===== config.mk =====
export PLATFORM = sky130hd
export DESIGN_NAME = top_mux2
export DESIGN_NICKNAME = d
export VERILOG_FILES = /design/src/rtl/top_pkg.sv /design/src/rtl/mux2_bit.sv /design/src/rtl/top_mux2.sv
export SDC_FILE = /design/constraint.sdc
export NUM_CORES = 1
export LEC_CHECK = 0
export BUFFER_PORTS_ARGS = -buffer_cell sky130_fd_sc_hd__buf_4
export CAP_MARGIN = 20
export CELL_PAD_IN_SITES_DETAIL_PLACEMENT = 1
export CELL_PAD_IN_SITES_GLOBAL_PLACEMENT = 2
export CORE_MARGIN = 3
export CORE_UTILIZATION = 18
export CTS_CLUSTER_SIZE = 8
export DETAILED_ROUTE_END_ITERATION = 10
export PLACE_DENSITY = 0.79
export SLEW_MARGIN = 15
export SYNTH_ARGS = -nofsm -noshare
export SYNTH_HDL_FRONTEND = slang
export SYNTH_SLANG_ARGS = --single-unit

===== constraint.sdc =====
create_clock -name clk -period 1.2 [get_ports clk]
set_clock_uncertainty 0.15 [all_clocks]
set_input_delay 0 -clock clk [delete_from_list [all_inputs] [get_ports clk]]
set_output_delay 0 -clock clk [all_outputs]
set_load 0.1 [all_outputs]

===== src/rtl/top_pkg.sv =====
// Shared constants for the top-level 2:1 selector.
package top_pkg;

    // Default data width of the selector.
    localparam int unsigned TOP_N = 8;

    // Select encodings: SEL_A picks input a, SEL_B picks input b.
    localparam logic SEL_A = 1'b0;
    localparam logic SEL_B = 1'b1;

endpackage


===== src/rtl/mux2_bit.sv =====
// One-bit 2:1 multiplexer built from explicit AND/OR/NOT gates.
module mux2_bit (
    input  logic a,
    input  logic b,
    input  logic sel,
    input  logic unused_tie,
    output logic y
);

    logic sel_n;
    logic pick_a;
    logic pick_b;

    // y = (a & ~sel) | (b & sel), kept as discrete gates so the netlist stays explicit.
    not u_inv  (sel_n,  sel);
    and u_and_a(pick_a, a, sel_n);
    and u_and_b(pick_b, b, sel);
    or  u_or   (y,      pick_a, pick_b);

endmodule


===== src/rtl/top_mux2.sv =====
// Registered, width-parameterised 2:1 data selector.
// Optional feature: define TOP_MUX2_SEL_SYNC_EN to route sel through a
// 2-flop synchronizer (sel-to-out latency 3 cycles, a/b-to-out stays 1).
module top_mux2
    import top_pkg::*;
#(
    parameter int unsigned N = TOP_N
) (
    input  logic         clk,
    input  logic         rst,
    input  logic [N-1:0] a,
    input  logic [N-1:0] b,
    input  logic         sel,
    output logic [N-1:0] out
);

    logic         sel_core;
    logic [N-1:0] m;

`ifdef TOP_MUX2_SEL_SYNC_EN
    logic sel_meta;
    logic sel_sync;

    // Two-stage synchronizer for a sel coming from another clock domain.
    always_ff @(posedge clk) begin
        if (rst) begin
            sel_meta <= SEL_A;
            sel_sync <= SEL_A;
        end else begin
            sel_meta <= sel;
            sel_sync <= sel_meta;
        end
    end

    assign sel_core = sel_sync;
`else
    assign sel_core = sel;
`endif

    // One gate-level slice per bit; bit i of m depends only on a[i] and b[i].
    for (genvar i = 0; i < int'(N); i++) begin : g_bit
        mux2_bit u_bit (
            .a          (a[i]),
            .b          (b[i]),
            .sel        (sel_core),
            .unused_tie (1'b0),
            .y          (m[i])
        );
    end

    // Output register with synchronous clear.
    always_ff @(posedge clk) begin
        if (rst) begin
            out <= N'(0);
        end else begin
            out <= m;
        end
    end

endmodule


Yosys cells after proc, flatten, opt, wreduce, memory -nomap -nowiden
Cells that the tools add are included.
- bitwise logic cells: 25
- operator list (kind ; number):
    1-bit bitwise AND ; 16
    1-bit bitwise OR ; 8
    1-bit inverter ; 1
- bits in registers: 8
- input port bits: 19
- logic and storage cells: 26

Depth between registers and ports, before layout
- depth in word-level cells: 3
- depth in mapped cells: 3
- mapped depth without buffers: 2

Cells and area by module
Synthesis repeated with hierarchy kept, for this count alone.
- cells, all modules: 25
- area, all modules: 334.1 µm²
- by module, submodules not included (module ; instances ; cells an instance ; area each (µm²) ; seq. area each (µm²)):
    top_mux2 ; 1 ; 17 ; 214.0 ; 160.2
    mux2_bit ; 8 ; 1 ; 15.0 ; 0.0

Worst setup path before layout
No wires, ideal clock.
- path kind: register to output
- start point: register out[0]
- end point: output port out[0]
- arrival time: 0.909 ns
- data required time: 1.050 ns
- path slack: 0.141 ns
- cell stages (with the launch flop): 1
- path buffers: 0
- cells stage by stage: dfxtp_1
- RTL lines (element ; line ; source):
    start: declaration ; top_mux2.sv:14 ; output logic [N-1:0] out
    start signal: assignment ; top_mux2.sv:56 ; out <= m;
No word-level cell between the ends.

Final worst setup path
- start point: register out[0]
- end point: output port out[0]
No word-level cell between the ends.

==> impl_metrics.tcl <==
set metrics [dict create \
    status "finished, final reports clean" \
    crit_type "reg -> out" \
    synthesis.instances 26 \
    drc 0 \
    grtUsageMet2 0.223 \
    cts_buffers 3 \
    antenna_found_initial 0 \
    swShare 0.348 \
    synth.net_count 45 \
    fillerInstances 164 \
    grt_use_met1 0.143 \
    cts_resized 0 \
    drive_gt1_frac 0.408 \
    power_frac_clock 0.265 \
    synthTopCellsByArea "dfxtp_1 56%, mux2i_1 28%, nor2_1 11%, buf_6 3.9%, buf_1 1.3%" \
    comb_power_share 0.367 \
    yosys_register_bits 8 \
    largest_reg_flops 8 \
    rsz0062_at_grt "false" \
    hold_class "in -> reg" \
    crit_slowest_cell "dfxtp_1" \
    synth_top_area_frac 0.561 \
    path_delay_family "flip-flops" \
    cp-end-kind "output port" \
    seq_area_frac_synth 0.561 \
    grt_overflow 0 \
    multiInputGateArea_um2 110 \
    path_clk_slew_ps 60 \
    fin_crit_sh 0.845 \
    avgViaCountPerCell 4.14 \
    nets 92 \
    yosys.cell_types.count 5 \
    whs_ps 374 \
    htree_num_levels 1 \
    critPathLaunchType "flop" \
    cts_sinks 8 \
    final_core_util 0.491 \
    cp_num_buf_inv 1 \
    diodes 0 \
    finalHoldViolations 0 \
    slew_headroom 0.813 \
    yosysWarningCount 0 \
    grt_pass1_vias 420 \
    final_common_cell "buf_4" \
    p_int_uw 511 \
    top_regs "out: 8 flops" \
    pwr-share-seq 0.369 \
    dieArea_um2 2100 \
    vias 356 \
    cellLeakagePower_nw 0.346 \
    cp_max_fo 1 \
    initial_core_util 0.204 \
    fin_setup_tns_ps 0 \
    cts_buffer_depth 2 \
    ctsHoldBuffers 18 \
    die_y_um 45.8 \
    fin_crit_ps 1010 \
    fmax_ghz 0.986 \
    wl_per_cell_um 12.9 \
    grt_max_degree 9 \
    grt_pass1_wl_mm 1.85 \
    synth_area_per_cell_um2 11.0 \
    powerDensity_nw_per_um2 1140 \
    die_w_um 45.8 \
    path_cells "buf_4" \
    place.gp.congestion 0.643 \
    worst_pin_slew_ps 283 \
    grt_usage 0.127 \
    mostFrequentLayoutCells "26 x buf_4, 18 x dlygate4sd3_1, 8 x mux2i_1, 8 x nor2_1, 8 x dfxtp_1" \
    syn-cell-area_um2 285 \
    top_usage_layer "met2" \
    worstPathRequired_ps 1050 \
    area_growth_pct 141 \
    cts_tree "done" \
    drt-total-wl_mm 1.11 \
    p_switching_uw 272 \
    dr.first_iter.drc_count 0 \
    crit_arrival_ps 860 \
    synth_top_area_cell "dfxtp_1" \
    rows 13 \
    slew_violations 0 \
    regArea_um2 160 \
    top_register "out" \
    port_buffers 26 \
    ios 27 \
    critical-path-max-stage-delay_ps 330 \
    grtUsageMet3 0 \
    antenna_left 0 \
    cts_setup_buffers 0 \
    cts-root-buf "clkbuf_4" \
    dr.pass1.iters 1 \
    coreArea_um2 1400 \
    peakVddDrop_v 0.000408 \
    setup-violations-final 0 \
    drv_cap 0 \
]
power groups by stage:
stage | combinational [mW] | clock [mW] | sequential [mW]
after global routing | 0.302 | 0.231 | 0.291
after CTS | 0.288 | 0.213 | 0.288
after detailed placement | 0.240 | 0 | 0.294
after floorplan | 0.0344 | 0 | 0.424
after global placement | 0.238 | 0 | 0.293
final | 0.287 | 0.207 | 0.289
path summary, 6_finish.rpt:
check  slack (ps)    from  endpoint  depth (start not counted)
max           190  out[0]    out[0]                          1
min           370    a[1]    out[1]                          4
through the flow:
stage / worst slack (ps) / std cells / instance area [um2] / total power, mW
finish: 185 / 86 / 687 / 0.783
global route: 136 / 86 / 687 / 0.824
CTS: 200 / 86 / 687 / 0.789
detailed placement: 476 / 65 / 484 / 0.534
global placement: 482 / 65 / 484 / 0.531
floorplan: 141 / 26 / 285 / 0.459
cells in the mapped netlist (all sizes together):
master,instances
buf,2
dfxtp,8
mux2i,8
nor2,8
logic make-up after synthesis:
kind of cell | after synthesis | synth area share
buf+inv | 2 | 0.0526
flops | 8 | 0.561
mux | 8 | 0.281
simple gates | 8 | 0.105
final cells by class:
cell class                      count  area share
Sequential cell                     8       0.233
Timing Repair Buffer               44       0.546
Clock buffer                        3      0.0328
Tap cell                           15      0.0273
Multi-Input combinational cell     16       0.160
routing by layer:
metal	vias up	share of wire
li1	175	-
met1	171	0.38
met2	8	0.58
met3	2	0.032
met4	0	0.015
met5	-	0
Note: power is estimated with default switching activity, not from simulation.
